<file path="config.mk">
export PLATFORM = sky130hd
export DESIGN_NAME = matrix_scan_ctrl
export DESIGN_NICKNAME = d
export VERILOG_FILES = /design/src/rtl/matrix_scan_ctrl.sv
export SDC_FILE = /design/constraint.sdc
export NUM_CORES = 1
export LEC_CHECK = 0
export CORE_MARGIN = 3
export CORE_UTILIZATION = 48
export CTS_BUF_LIST = sky130_fd_sc_hd__clkbuf_4 sky130_fd_sc_hd__clkbuf_8 sky130_fd_sc_hd__clkbuf_16
export DETAILED_ROUTE_END_ITERATION = 7
export GPL_TIMING_DRIVEN = 0
export PLACE_DENSITY = 0.77
export SETUP_SLACK_MARGIN = 0.5
export SKIP_LAST_GASP = 1
export SLEW_MARGIN = 5
export SYNTH_ARGS = -nofsm -noshare
export SYNTH_HDL_FRONTEND = slang
export SYNTH_SLANG_ARGS = --single-unit
</file>
<file path="constraint.sdc">
create_clock -name clk -period 2.8 [get_ports clk]
set_clock_uncertainty 0.05 [all_clocks]
set_input_delay 0.28 -clock clk [delete_from_list [all_inputs] [get_ports clk]]
set_output_delay 0.28 -clock clk [all_outputs]
set_load 0.01 [all_outputs]
</file>
<file path="src/rtl/matrix_scan_ctrl.sv">
// Row-scan controller for an 8x8 RGB LED matrix.
// Captures a full frame once per scan, shifts each row's 24 colour bits out to
// external column shift registers, latches them, then lights the row for a
// fixed dwell time.
module matrix_scan_ctrl #(
    parameter int unsigned CLK_DIV = 2,    // clk cycles per sh_clk half-period (1..255)
    parameter int unsigned BLANK   = 8,    // dark cycles before the latch pulse (1..255)
    parameter int unsigned DWELL   = 1000  // clk cycles a row stays lit (1..65535)
) (
    input  logic             clk,
    input  logic             reset_n,
    input  logic             enable,
    input  logic [7:0][23:0] frame_in,
    output logic             sh_data,
    output logic             sh_clk,
    output logic             sh_latch,
    output logic             oe_n,
    output logic [7:0]       row_sel,
    output logic             frame_start,
    output logic             frame_done,
    output logic             busy
);

    localparam logic [7:0]  PhaseLast = 8'(CLK_DIV - 1);
    localparam logic [7:0]  BlankLast = 8'(BLANK - 1);
    localparam logic [15:0] DwellLast = 16'(DWELL - 1);

    typedef enum logic [2:0] {
        StIdle,
        StLoad,
        StShift,
        StBlank,
        StLatch,
        StDisplay
    } state_e;

    state_e           state_q, state_d;
    logic [2:0]       row_q, row_d;
    logic [4:0]       bit_q, bit_d;
    logic [7:0]       phase_q, phase_d;
    logic             hi_q, hi_d;
    logic [15:0]      dwell_q, dwell_d;
    logic [23:0]      sreg_q, sreg_d;
    logic [7:0][23:0] shadow_q, shadow_d;

    // State and datapath registers; reset puts the display dark immediately.
    always_ff @(posedge clk or negedge reset_n) begin
        if (!reset_n) begin
            state_q  <= StIdle;
            row_q    <= '0;
            bit_q    <= '0;
            phase_q  <= '0;
            hi_q     <= 1'b0;
            dwell_q  <= '0;
            sreg_q   <= '0;
            shadow_q <= '0;
        end else begin
            state_q  <= state_d;
            row_q    <= row_d;
            bit_q    <= bit_d;
            phase_q  <= phase_d;
            hi_q     <= hi_d;
            dwell_q  <= dwell_d;
            sreg_q   <= sreg_d;
            shadow_q <= shadow_d;
        end
    end

    // sh_clk and sh_data come straight from flops: hi_q is only ever set inside
    // SHIFT, and sreg_q has shifted in zeros by the time SHIFT ends.
    assign sh_clk  = hi_q;
    assign sh_data = sreg_q[23];

    // Next-state sequencing and decoded outputs.
    always_comb begin
        state_d     = state_q;
        row_d       = row_q;
        bit_d       = bit_q;
        phase_d     = phase_q;
        hi_d        = hi_q;
        dwell_d     = dwell_q;
        sreg_d      = sreg_q;
        shadow_d    = shadow_q;
        sh_latch    = 1'b0;
        oe_n        = 1'b1;
        row_sel     = 8'h00;
        frame_start = 1'b0;
        frame_done  = 1'b0;
        busy        = (state_q != StIdle);

        unique case (state_q)
            StIdle: begin
                if (enable) begin
                    state_d = StLoad;
                    row_d   = 3'd0;
                end
            end

            StLoad: begin
                // Row 0 takes its bits straight from frame_in since the shadow
                // copy only lands at the end of this cycle.
                if (row_q == 3'd0) begin
                    shadow_d    = frame_in;
                    frame_start = 1'b1;
                    sreg_d      = frame_in[0];
                end else begin
                    sreg_d = shadow_q[row_q];
                end
                bit_d   = 5'd0;
                phase_d = 8'd0;
                hi_d    = 1'b0;
                state_d = StShift;
            end

            StShift: begin
                if (phase_q == PhaseLast) begin
                    phase_d = 8'd0;
                    if (!hi_q) begin
                        hi_d = 1'b1;
                    end else begin
                        hi_d   = 1'b0;
                        sreg_d = {sreg_q[22:0], 1'b0};
                        bit_d  = bit_q + 5'd1;
                        if (bit_q == 5'd23) begin
                            state_d = StBlank;
                        end
                    end
                end else begin
                    phase_d = phase_q + 8'd1;
                end
            end

            StBlank: begin
                if (phase_q == BlankLast) begin
                    phase_d = 8'd0;
                    state_d = StLatch;
                end else begin
                    phase_d = phase_q + 8'd1;
                end
            end

            StLatch: begin
                sh_latch = 1'b1;
                dwell_d  = 16'd0;
                state_d  = StDisplay;
            end

            StDisplay: begin
                oe_n    = 1'b0;
                row_sel = 8'b1 << row_q;
                if (dwell_q == DwellLast) begin
                    frame_done = (row_q == 3'd7);
                    row_d      = row_q + 3'd1;
                    // Enable is only looked at here, so a row is never cut short.
                    if (enable) begin
                        state_d = StLoad;
                    end else begin
                        state_d = StIdle;
                        row_d   = 3'd0;
                    end
                end else begin
                    dwell_d = dwell_q + 16'd1;
                end
            end

            default: begin
                state_d = StIdle;
                row_d   = 3'd0;
            end
        endcase
    end

endmodule

</file>
==> key figures <==
Run status
  • Status: completed

GRT
  • First-pass GRT wire length: 50,400 µm
  • Initial antenna violation count: 9
  • Vias in the first global route: 9,071
  • GR Util All Layers: 24.4%
  • Grt ovf: 0
  • Largest net degree at the start of global routing: 106

Route
  • Post-DRT Antenna Nets: 0
  • DR WL/cell: 23.1 µm
  • DR vias: 8,941
  • Iter 0 DRT Violations: 692
  • Via density: 5.80
  • Initial DRT Pass Iterations: 5
  • DR DRC count: 0
  • Drt total wl: 35,700 µm

Final layout
  • Fillers: 1,580
  • Post-layout nets: 1,405
  • Area grow syn2layout: 43.5%
  • Share of cells above drive strength 1: 35.9%
  • Fin util: 71.1%

Yosys
  • Cell with the most instances after synthesis: dfrtp_1
  • Post-synth top area cell: dfrtp_1
  • Synthesis Warnings: 0
  • Top FF cell, synth: dfrtp_1
  • Compound-Gate Fraction of Synth Area: 7.12%
  • Post-synth EDFFs: 0
  • Cells after Synth: 908
  • Number of synthesized register bits: 252
  • Async SR Flop Fraction: 100%
  • Post-synthesis sequential area ratio: 53.5%
  • Post-Synth XOR/XNOR Area: 0.891%
  • Post-synthesis mux area share: 27.9%
  • Largest family of logic cells by synthesized area: multiplexers
  • Synth Area per Inst: 13.0 µm²
  • Simple-gate share of the synthesized area: 6.79%
  • Adder-cell share of the synthesized area: 1.06%
  • Synth cell count leaders: dfrtp_1 (252), mux2_2 (193), a21oi_1 (101)
  • Yosys top cell area share: 53.5%
  • Synth area leaders: dfrtp_1 (53%), mux2_2 (18%), mux4_2 (9.2%)
  • Mapped Area: 11,800 µm²
  • Net Count, Synth: 1,113
  • Distinct cells, synth: 55

STA
  • Fin. max-slew vios: 0
  • Setup violators final: 0
  • Peak Freq: 387 MHz
  • Final WS setup: 219 ps
  • Unrepaired setup endpoints after global routing: yes
  • Rel. slew slack: 59.7%
  • Minimum clock period after layout: 2580 ps
  • Fin. Hold Viols: 0
  • Final Cycle Share: 92.2%
  • Least-Margin Pin Slew: 604 ps

Hold path
  • Worst Hold Class: input port to asynchronous set/reset pin

Pwr
  • Leakage power: 7.17 nW
  • Internal: 12.9 mW
  • Switch share: 32.6%
  • Power per Cell Area: 1130 nW/µm²
  • Worst VDD drop: 0.000679 V
  • Net Sw Power: 6.25 mW
  • Comb power frac: 47.1%
  • Overall power: 19.2 mW
  • Register share of total power: 33.4%
  • Part of the power in the clock network: 19.5%

Setup path
  • Crit end category: flop
  • Crit-path max FO: 8
  • Critical Path End: shadow_q[142]
  • Req. time, crit path: 3160 ps
  • Worst setup SP type: flop
  • Reg-to-Reg Start: row_q[0]
  • Worst Path Arrival: 2940 ps
  • RR Endpoint: shadow_q[142]
  • Reg2reg setup slack: 220 ps
  • Crit Path Category: flop to flop
  • Crit path launch: row_q[0]
  • Reg2reg path depth: 14

Clock tree
  • CTS sink cnt: 252
  • Clock transition at path regs: 60 ps
  • Clock buffer depth: 3
  • Num CTS Buffers: 27
  • Root Buffer: clkbuf_16
  • CTS tree: yes
  • # H-tree levels: 1
  • Skew-Pair Late Insertion Delay: 540 ps

Floorplan
  • Die Y: 163 µm
  • DIE WIDTH: 163 µm
  • Effective utilization at floorplan: 49.5%
  • CORE AREA: 23,800 µm²
  • Boundary pin count: 210
  • Cell row count: 56
  • Die area: 26,500 µm²

Placement
  • I/O Buffers: 209
  • Placement Setup Slack: -439 ps
  • Post-DP HPWL: 22,900 µm
  • Placer Congestion: 0.879

Job
  • Max_cap viols: 0
==> final cells by class <==
class | instances | area (µm²) | area share, %
sequential | 252 | 6310 | 37.3
multi-input combinational | 585 | 5650 | 33.4
timing repair buffer | 263 | 2790 | 16.5
clock buffer | 36 | 787 | 4.65
buffer | 62 | 771 | 4.55
tap | 319 | 399 | 2.36
clock inverter | 11 | 139 | 0.820
inverter | 9 | 63.8 | 0.377
antenna | 5 | 12.5 | 0.0739
==> worst min-delay path by stage <==
stage	startpoint	end	slack [ps]
after floorplan	reset_n	bit_q[0]	-70
after global placement	sreg_q[0]	sreg_q[0]	410
after detailed placement	reset_n	shadow_q[169]	250
after CTS	reset_n	shadow_q[169]	290
after global routing	frame_in[153]	shadow_q[153]	300
final	reset_n	shadow_q[121]	260
==> worst max-delay path: stages, from the launching register on <==
cell	delay, ps
dfrtp_1	410
clkbuf_8	160
buf_12	120
buf_12	120
clkinv_8	40
ha_4	110
buf_6	110
clkinv_8	60
nor3_4	190
buf_4	140
buf_6	90
buf_12	150
clkbuf_16	190
clkbuf_16	170
mux2_2	330
==> power by group through the flow <==
| stage | Combinational (mW) | Sequential, mW | Clock, mW |
|---|---|---|---|
| final | 9.02 | 6.40 | 3.74 |
| after global routing | 9.63 | 6.58 | 3.90 |
| after CTS | 7.45 | 6.28 | 3.74 |
| after detailed placement | 6.76 | 6.35 | 0 |
| after global placement | 6.56 | 6.26 | 0 |
| after floorplan | 5.08 | 5.99 | 0 |
==> through the flow <==
| step | hold slack, ps | instances | TNS, ps | cell area, µm² |
|---|---|---|---|---|
| floorplan | -65.6 | 908 | 0 | 11900 |
| CTS | 287 | 1512 | 0 | 16000 |
| detailed placement | 252 | 1438 | -3850 | 14400 |
| global placement | 413 | 1436 | -2392950 | 14400 |
| global route | 303 | 1540 | 0 | 16900 |
| finish | 264 | 1542 | 0 | 16900 |
==> repair_timing <==
action | 4_1_cts | 5_1_grt
hold buffers | 1 | 0
setup buffers | 25 | 10
setup endpoints to repair | 229 | 234
resized for setup | 149 | 162
endpoints found under the hold margin | 75 | 0
gates cloned | 1 | 15
pin swaps | 5 | 10
==> logic make-up (layout without fill, tap and decap cells) <==
| family | count (synthesis) | count (layout) |
|---|---|---|
| flip-flops | 252 | 252 |
| multiplexers | 245 | 245 |
| AND/OR/NAND/NOR | 162 | 162 |
| AO/OA/AOI/OAI | 156 | 156 |
| buffers and inverters | 71 | 381 |
| XOR/XNOR | 12 | 12 |
| adder cells (fa/ha/maj) | 10 | 10 |
| other | 0 | 5 |
==> state kept, by name, indices dropped and copies added (netlist names) <==
register  count
phase_q       8
bit_q         5
sreg_q       24
row_q         3
shadow_q    192
dwell_q      16
sh_clk        1
state_q       3
==> metal layers <==
layer  wire length [µm]  GRT usage (%)  vias to the layer above
met4               1150           7.73                       12
li1                   -              -                     3915
met5                 85              0                        -
met2              16900           38.5                      364
met1              14400           32.5                     4568
met3               3140           7.58                       82
==> cell usage in the layout (no fill, tap or decap), types with 6 or more instances in the layout <==
cell type and count:
a21oi_1 101, buf_2 9, nand2_1 50, mux2_4 105, clkbuf_2 9, clkdlybuf4s50_1 196, buf_6 15, nand3_1 17
mux2_2 88, and3_1 12, buf_12 21, clkbuf_16 41, buf_4 32, mux4_2 48, xor2_1 6, xnor2_1 6
buf_8 7, dfrtp_2 6, dfrtp_1 246, nor2_1 40, clkbuf_1 7, o21ai_0 35, clkbuf_8 12
Note: power is estimated with default switching activity, not from simulation.
